## src/rtl/cpu_axi_pkg.sv

```systemverilog
// ============================================================================
// cpu_axi_pkg : AXI encodings and FSM state type shared by the CPU-side AXI
//               bridges.
// Revision    : 1.0
// ============================================================================
`default_nettype none

package cpu_axi_pkg;

  localparam logic [2:0] AXI_SIZE_WORD  = 3'b010;
  localparam logic [1:0] AXI_BURST_INCR = 2'b01;
  localparam logic [1:0] AXI_RESP_OKAY  = 2'b00;

  typedef enum logic [1:0] {
    IDLE = 2'd0,
    AR   = 2'd1,
    R    = 2'd2
  } inst_resp_state_t;

endpackage

`default_nettype wire

```

## src/rtl/inst_axi_responder.sv

```systemverilog
// ============================================================================
// inst_axi_responder : one-entry instruction buffer refilled by single-beat
//                      AXI reads. Optional macro INST_AXI_ERR_EN adds the
//                      inst_bus_err pulse output.
// Revision           : 1.0
// ============================================================================
`default_nettype none

module inst_axi_responder
  import cpu_axi_pkg::*;
#(
  parameter int          ID_W  = 4,
  parameter int unsigned AR_ID = 0
) (
  input  logic            clk,
  input  logic            resetn,
  input  logic            inst_sram_en,
  input  logic [31:0]     inst_sram_addr,
  output logic [31:0]     inst_sram_rdata,
  output logic            inst_stall,
  output logic [ID_W-1:0] arid,
  output logic [31:0]     araddr,
  output logic [7:0]      arlen,
  output logic [2:0]      arsize,
  output logic [1:0]      arburst,
  output logic            arvalid,
  input  logic            arready,
  input  logic [ID_W-1:0] rid,
  input  logic [31:0]     rdata,
  input  logic [1:0]      rresp,
  input  logic            rlast,
  input  logic            rvalid,
  output logic            rready
`ifdef INST_AXI_ERR_EN
  ,
  output logic            inst_bus_err
`endif
);

  inst_resp_state_t state_q, state_d;
  logic        arvalid_q, arvalid_d;
  logic        rready_q, rready_d;
  logic [31:0] araddr_q, araddr_d;
  logic [31:0] req_addr_q, req_addr_d;
  logic        buf_valid_q, buf_valid_d;
  logic [31:0] buf_addr_q, buf_addr_d;
  logic [31:0] buf_data_q, buf_data_d;
  logic        hit;

  assign hit             = buf_valid_q && (buf_addr_q == inst_sram_addr);
  assign inst_stall      = inst_sram_en && !hit;
  assign inst_sram_rdata = buf_data_q;

  assign arid    = ID_W'(AR_ID);
  assign araddr  = araddr_q;
  assign arlen   = 8'd0;
  assign arsize  = AXI_SIZE_WORD;
  assign arburst = AXI_BURST_INCR;
  assign arvalid = arvalid_q;
  assign rready  = rready_q;

  always_comb begin
    state_d     = state_q;
    arvalid_d   = arvalid_q;
    rready_d    = rready_q;
    araddr_d    = araddr_q;
    req_addr_d  = req_addr_q;
    buf_valid_d = buf_valid_q;
    buf_addr_d  = buf_addr_q;
    buf_data_d  = buf_data_q;
    case (state_q)
      IDLE: begin
        if (inst_sram_en && !hit) begin
          req_addr_d = inst_sram_addr;
          araddr_d   = {inst_sram_addr[31:2], 2'b00};
          arvalid_d  = 1'b1;
          state_d    = AR;
        end
      end
      AR: begin
        if (arvalid_q && arready) begin
          arvalid_d = 1'b0;
          rready_d  = 1'b1;
          state_d   = R;
        end
      end
      R: begin
        // Tag is the address captured at issue, so a redirect during the
        // read leaves a stale-but-correct entry that simply misses later.
        if (rready_q && rvalid && rlast) begin
          buf_valid_d = 1'b1;
          buf_addr_d  = req_addr_q;
          buf_data_d  = rdata;
          rready_d    = 1'b0;
          state_d     = IDLE;
        end
      end
      default: state_d = IDLE;
    endcase
  end

  always_ff @(posedge clk or negedge resetn) begin
    if (!resetn) begin
      state_q     <= IDLE;
      arvalid_q   <= 1'b0;
      rready_q    <= 1'b0;
      araddr_q    <= 32'd0;
      req_addr_q  <= 32'd0;
      buf_valid_q <= 1'b0;
      buf_addr_q  <= 32'd0;
      buf_data_q  <= 32'd0;
    end else begin
      state_q     <= state_d;
      arvalid_q   <= arvalid_d;
      rready_q    <= rready_d;
      araddr_q    <= araddr_d;
      req_addr_q  <= req_addr_d;
      buf_valid_q <= buf_valid_d;
      buf_addr_q  <= buf_addr_d;
      buf_data_q  <= buf_data_d;
    end
  end

`ifdef INST_AXI_ERR_EN
  logic bus_err_q, bus_err_d;

  assign bus_err_d    = rready_q && rvalid && (rresp != AXI_RESP_OKAY);
  assign inst_bus_err = bus_err_q;

  always_ff @(posedge clk or negedge resetn) begin
    if (!resetn) begin
      bus_err_q <= 1'b0;
    end else begin
      bus_err_q <= bus_err_d;
    end
  end

  logic unused_inputs;
  assign unused_inputs = ^rid;
`else
  logic unused_inputs;
  assign unused_inputs = ^{rid, rresp};
`endif

endmodule

`default_nettype wire

```

## config.mk

```make
export PLATFORM = sky130hd
export DESIGN_NAME = inst_axi_responder
export DESIGN_NICKNAME = d
export VERILOG_FILES = /design/src/rtl/cpu_axi_pkg.sv /design/src/rtl/inst_axi_responder.sv
export SDC_FILE = /design/constraint.sdc
export NUM_CORES = 1
export LEC_CHECK = 0
export ABC_AREA = 1
export BUFFER_PORTS_ARGS = -buffer_cell sky130_fd_sc_hd__buf_2
export CORE_ASPECT_RATIO = 0.6
export CORE_MARGIN = 8
export CORE_UTILIZATION = 55
export DETAILED_ROUTE_END_ITERATION = 10
export GPL_TIMING_DRIVEN = 0
export HOLD_SLACK_MARGIN = 0.1
export PLACE_DENSITY = 0.95
export SETUP_SLACK_MARGIN = 0.4
export SYNTH_ARGS = -nofsm -noshare
export SYNTH_HDL_FRONTEND = slang
export SYNTH_SLANG_ARGS = --single-unit
```

## constraint.sdc

```tcl
create_clock -name clk -period 2.2 [get_ports clk]
set_input_delay 0.22 -clock clk [delete_from_list [all_inputs] [get_ports clk]]
set_output_delay 0.22 -clock clk [all_outputs]
set_load 0.03 [all_outputs]
```

# Word level (Yosys, flattened, before mapping)

Cells that the tools add are included.

Register bits: 131
Input port bits: 76

Reductions and logical operators: 14
Equal/unequal tests: 6
Mux-type cells: 10

Operator list:

| kind               | count |
|---|---|
| $eq 32x32->1       | 1 |
| $reduce_and 3->1   | 3 |
| $mux 2             | 3 |
| $ne 2x2->1 const B | 3 |
| $pmux 2 s3         | 1 |
| $logic_and 1x1->1  | 5 |
| $mux 1             | 4 |
| $pmux 1 s2         | 2 |
| $reduce_and 2->1   | 2 |
| $reduce_bool 2->1  | 2 |
| $eq 2x1->1 const B | 1 |
| $eq 2x2->1 const B | 1 |
| $logic_not 2->1    | 1 |
| $logic_not 1->1    | 1 |

# Logic depth before layout (Yosys ltp)

Depth after elaboration: 6
Gate-level depth with buffers: 13
Gate-level depth less buffers: 12

# Worst setup path before layout

OpenSTA, ideal clock, no wires.

Path kind: flip-flop to output port
Start: register buf_addr_q[19]
End: output inst_stall
Stages on the path, launching flop included: 10
Arrival: 1.483 ns
Required time: 1.980 ns
Slack: 0.497 ns
Cell sequence: dfrtp_1 inv_1 nand2_1 o21ai_1 inv_1 nand2_1 nor2_1 nand2_1 nor2_4 a21boi_0

Cells in the longest elaborated chain, start to end: 4

Ends and longest elaborated chain:

| element                  | RTL line                  | text |
|---|---|---|
| start: declaration       | inst_axi_responder.sv:46  | `logic [31:0] buf_addr_q, buf_addr_d;` |
| start signal: assignment | inst_axi_responder.sv:119 | `buf_addr_q <= buf_addr_d;` |
| $eq 32x32->1             | inst_axi_responder.sv:50  | `assign hit = buf_valid_q && (buf_addr_q == inst_sram_addr);` |
| $logic_and 1x1->1        | inst_axi_responder.sv:50  |  |
| $logic_not 1->1          | inst_axi_responder.sv:51  | `assign inst_stall = inst_sram_en && !hit;` |
| $logic_and 1x1->1        | inst_axi_responder.sv:51  |  |
| end: declaration         | inst_axi_responder.sv:20  | `output logic inst_stall,` |

Every way passes these cells.

# Worst setup path in the final report

Start: register buf_addr_q[21]
End: register req_addr_q[13]

Cells in the longest elaborated chain, start to end: 5

Ends and longest elaborated chain:

| element                           | RTL line                  | text |
|---|---|---|
| $eq 32x32->1                      | inst_axi_responder.sv:50  |  |
| $logic_and 1x1->1                 | inst_axi_responder.sv:50  |  |
| $logic_not 1->1                   | inst_axi_responder.sv:73  | `if (inst_sram_en && !hit) begin` |
| $logic_and 1x1->1                 | inst_axi_responder.sv:73  |  |
| $reduce_and 2->1 (no source line) | n/a                       |  |
| end signal: assignment            | inst_axi_responder.sv:117 | `req_addr_q <= req_addr_d;` |
| end: declaration                  | inst_axi_responder.sv:44  | `logic [31:0] req_addr_q, req_addr_d;` |

Every way passes these cells.
A chain may end at the register's enable or synchronous reset.

==> flow_summary.yaml <==
status:
  status: "completed"
synthesis:
  syn_area_per_cell_um2: 8.11
  synth_edf_count: 0
  synthArstFlopShare_pct: 100
  synth_cell_types: 23
  syn-instance-count: 597
  yosys_register_bits: 101
  synthTopCellsByCount: "nand2_1, dfrtp_1, buf_4"
  synth-seq-area-share_pct: 52.2
  synthFlopType: "dfrtp_1"
  syn_area_mm2: 0.00484
  synth_top_area_share_pct: 52.2
  synthTopCellsByArea: "dfrtp_1, nand2_1, buf_4"
  yosysTopAreaCell: "dfrtp_1"
  yosysMostFrequentCell: "nand2_1"
  synth_warnings: 0
global_routing:
  grt.total_usage_pct: 25.7
  grt_max_degree: 61
  grt_pass1_wl_mm: 24.4
  antenna_found_initial: 0
  grt_pass1_vias: 4869
  grt.overflow.total: 0
power_and_ir_drop:
  switching_share_pct: 44.3
  p_int_uw: 5080
  ir_drop_mv: 0.853
  p_switching_uw: 4030
  design_power_total_uw: 9110
  leakagePower_uw: 0.00374
  clockPowerShare_pct: 17.6
  seqPwrFrac_pct: 36.5
  p_per_area_mw_per_mm2: 1390
  p_comb_share_pct: 45.9
floorplanning:
  rows: 26
  initial_core_util_pct: 56.8
  core_region_area_mm2: 0.00852
  die_h_um: 88.7
  die-area_mm2: 0.0122
  io_pins: 160
  die_w_um: 137
finish:
  drive_above_1_share_pct: 31.1
  instances_no_fill: 917
  fin_nets: 876
  area_growth_pct: 35.5
  postLayoutCellArea_mm2: 0.00656
  final_util_pct: 77.0
  antenna_cells: 0
drt:
  drtIter0Drc: 433
  num_vias: 4717
  drc_errors: 0
  dr.pass1.iters: 5
  final_antenna_net_count: 0
  wl_per_cell_um: 16.7
  drt_wl_total_mm: 15.3
  routed_via_density: 5.14
sta:
  hold_violations: 0
  rsz0062_at_grt: "true"
  finalCriticalPeriod_ns: 1.82
  slew_headroom_pct: 61.4
  skew_ns: 0.0138
  setup_viol_count_final: 0
  period_share_pct: 82.6
  setup_slack_ns: 0.383
  slew_viol_final: 0
  worst_slew_pin_slew_ns: 0.578
  max_freq_ghz: 0.550
clocking:
  cts_buffers: 9
  clkLatencyLatePin_ns: 0.35
  cts_tree: "yes"
  cts_buffer_depth: 2
  cts.clk_slew.worst_paths_ns: 0.07
  cts_root_buf: "clkbuf_16"
  htreeDepth: 3
  cts_sinks: 101
placement:
  hpwl_mm: 10.1
  dp.cells: 860
  portBuffers: 133
  dpl-instance-area_mm2: 0.00574
  place.gp.congestion: 0.871
  dp_slack_ns: 0.509
run:
  max-cap-violations: 0
critical_path:
  cp_slowest_cell: "dfrtp_1"
  critPathLaunchType: "register"
  cpMostUsedCell: "nand2_1"
  slowest_delay_ns: 0.39
  crit_fanout: 8
  cp.required_ns: 2.44
  criticalPathCategory: "register to register"
  path_cells: "inv_1 -> nand2_1 -> o21ai_1 -> inv_1 -> nand2_1 -> nor2_1 -> nand2_1 -> nor2_4 -> buf_4 -> nand2_4 -> nand3_4 -> clkbuf_16 -> nand2_1 -> nand2_1"
  cp-end-kind: "register"
  cp.arrival_ns: 2.05
worst_hold_path:
  hold_path_class: "input port to register"
[layout make-up]
type                            count  area (um^2)
Tap cell                          112          140
Buffer                             76          527
Clock inverter                      5         61.3
Multi-Input combinational cell    397         1800
Sequential cell                   101         2530
Clock buffer                       11          233
Timing Repair Buffer              175         1130
Inverter                           40          150
Fill cell                         539         1960
[power by group through the flow]
| stage | logic [uW] | clock network, uW | registers, uW |
|---|---|---|---|
| after floorplan | 2240 | 0 | 3710 |
| after global placement | 3750 | 0 | 3210 |
| after detailed placement | 3890 | 0 | 3260 |
| after CTS | 3960 | 1620 | 3240 |
| after global routing | 4540 | 1710 | 3410 |
| final | 4180 | 1600 | 3320 |
[logic make-up after synthesis]
logic type             after synthesis  share of synthesized area (%)
XOR/XNOR                            12                           2.17
buffers and inverters              116                           13.8
AND/OR/NAND/NOR                    343                           29.2
AO/OA/AOI/OAI                       23                           2.45
flip-flops                         101                           52.2
other                                2                          0.155
[registers in the layout, indices dropped and copies added, names as in the netlist]
name and count:
inst_sram_rdata 32, rready 1, buf_valid_q 1, arvalid 1, req_addr_q 32, buf_addr_q 32, state_q 2
[final timing paths]
check,from,to,slack [ns],cells past startpoint
setup / recovery,buf_addr_q[21],req_addr_q[13],0.38,14
hold / removal,inst_sram_addr[1],req_addr_q[1],0.14,3
setup reg to reg,buf_addr_q[21],req_addr_q[13],0.38,14
hold reg to reg,buf_valid_q,buf_valid_q,0.47,2
max in group asynchronous,resetn,req_addr_q[29],1.10,3
min in group asynchronous,resetn,req_addr_q[16],0.42,2
[cells in the final DEF (no fill, tap or decap)]
cell and count:
a21boi_2 1, buf_1 4, buf_16 1, buf_2 141, buf_4 57, buf_6 1, buf_8 3, bufinv_16 1
clkbuf_1 7, clkbuf_16 11, clkbuf_2 3, clkbuf_4 1, clkinv_4 1, clkinvlp_4 3, conb_1 19, dfrtp_1 101
dlygate4sd3_1 33, inv_1 39, inv_2 1, nand2_1 264, nand2_2 14, nand2_4 5, nand3_1 4, nand3_4 1
nand4_1 36, nor2_1 14, nor2_2 2, nor2_4 2, nor3_1 1, o21ai_0 19, o21ai_1 2, o22ai_1 1
xnor2_1 9, xnor2_2 1, xor2_1 2
[metrics by stage]
stage	hold slack [ns]	setup TNS, ns
detailed placement	0.249	0
global route	0.140	0
CTS	0.131	0
global placement	0.421	-8.01
floorplan	-0.0756	0
finish	0.139	0
[routing by layer]
layer / vias up / track usage [%] / share of wire [%]
li1: 2174 / - / -
met1: 2258 / 31.0 / 40
met2: 258 / 41.9 / 48
met3: 27 / 9.47 / 11
met4: 0 / 8.92 / 1.6
met5: - / 0 / 0
[worst max-delay path: cells and delay by family, from the launching register on]
kind	cells	cell delay, ns
DFF	1	0.39
buffers and inverters	4	0.52
and+or+nand+nor	9	0.72
AOI/OAI and AO/OA	1	0.07
[repair_timing]
action / CTS / global route
setup endpoints to repair: 1 / 55
gates resized for setup: 6 / 32
cloned: 0 / 2
pin swaps: 10 / 8
hold buffers: 33 / 0
setup buffers: 2 / 4
hold endpoints to repair: 73 / 0
No activity file was read; power rests on OpenSTA's default activity.
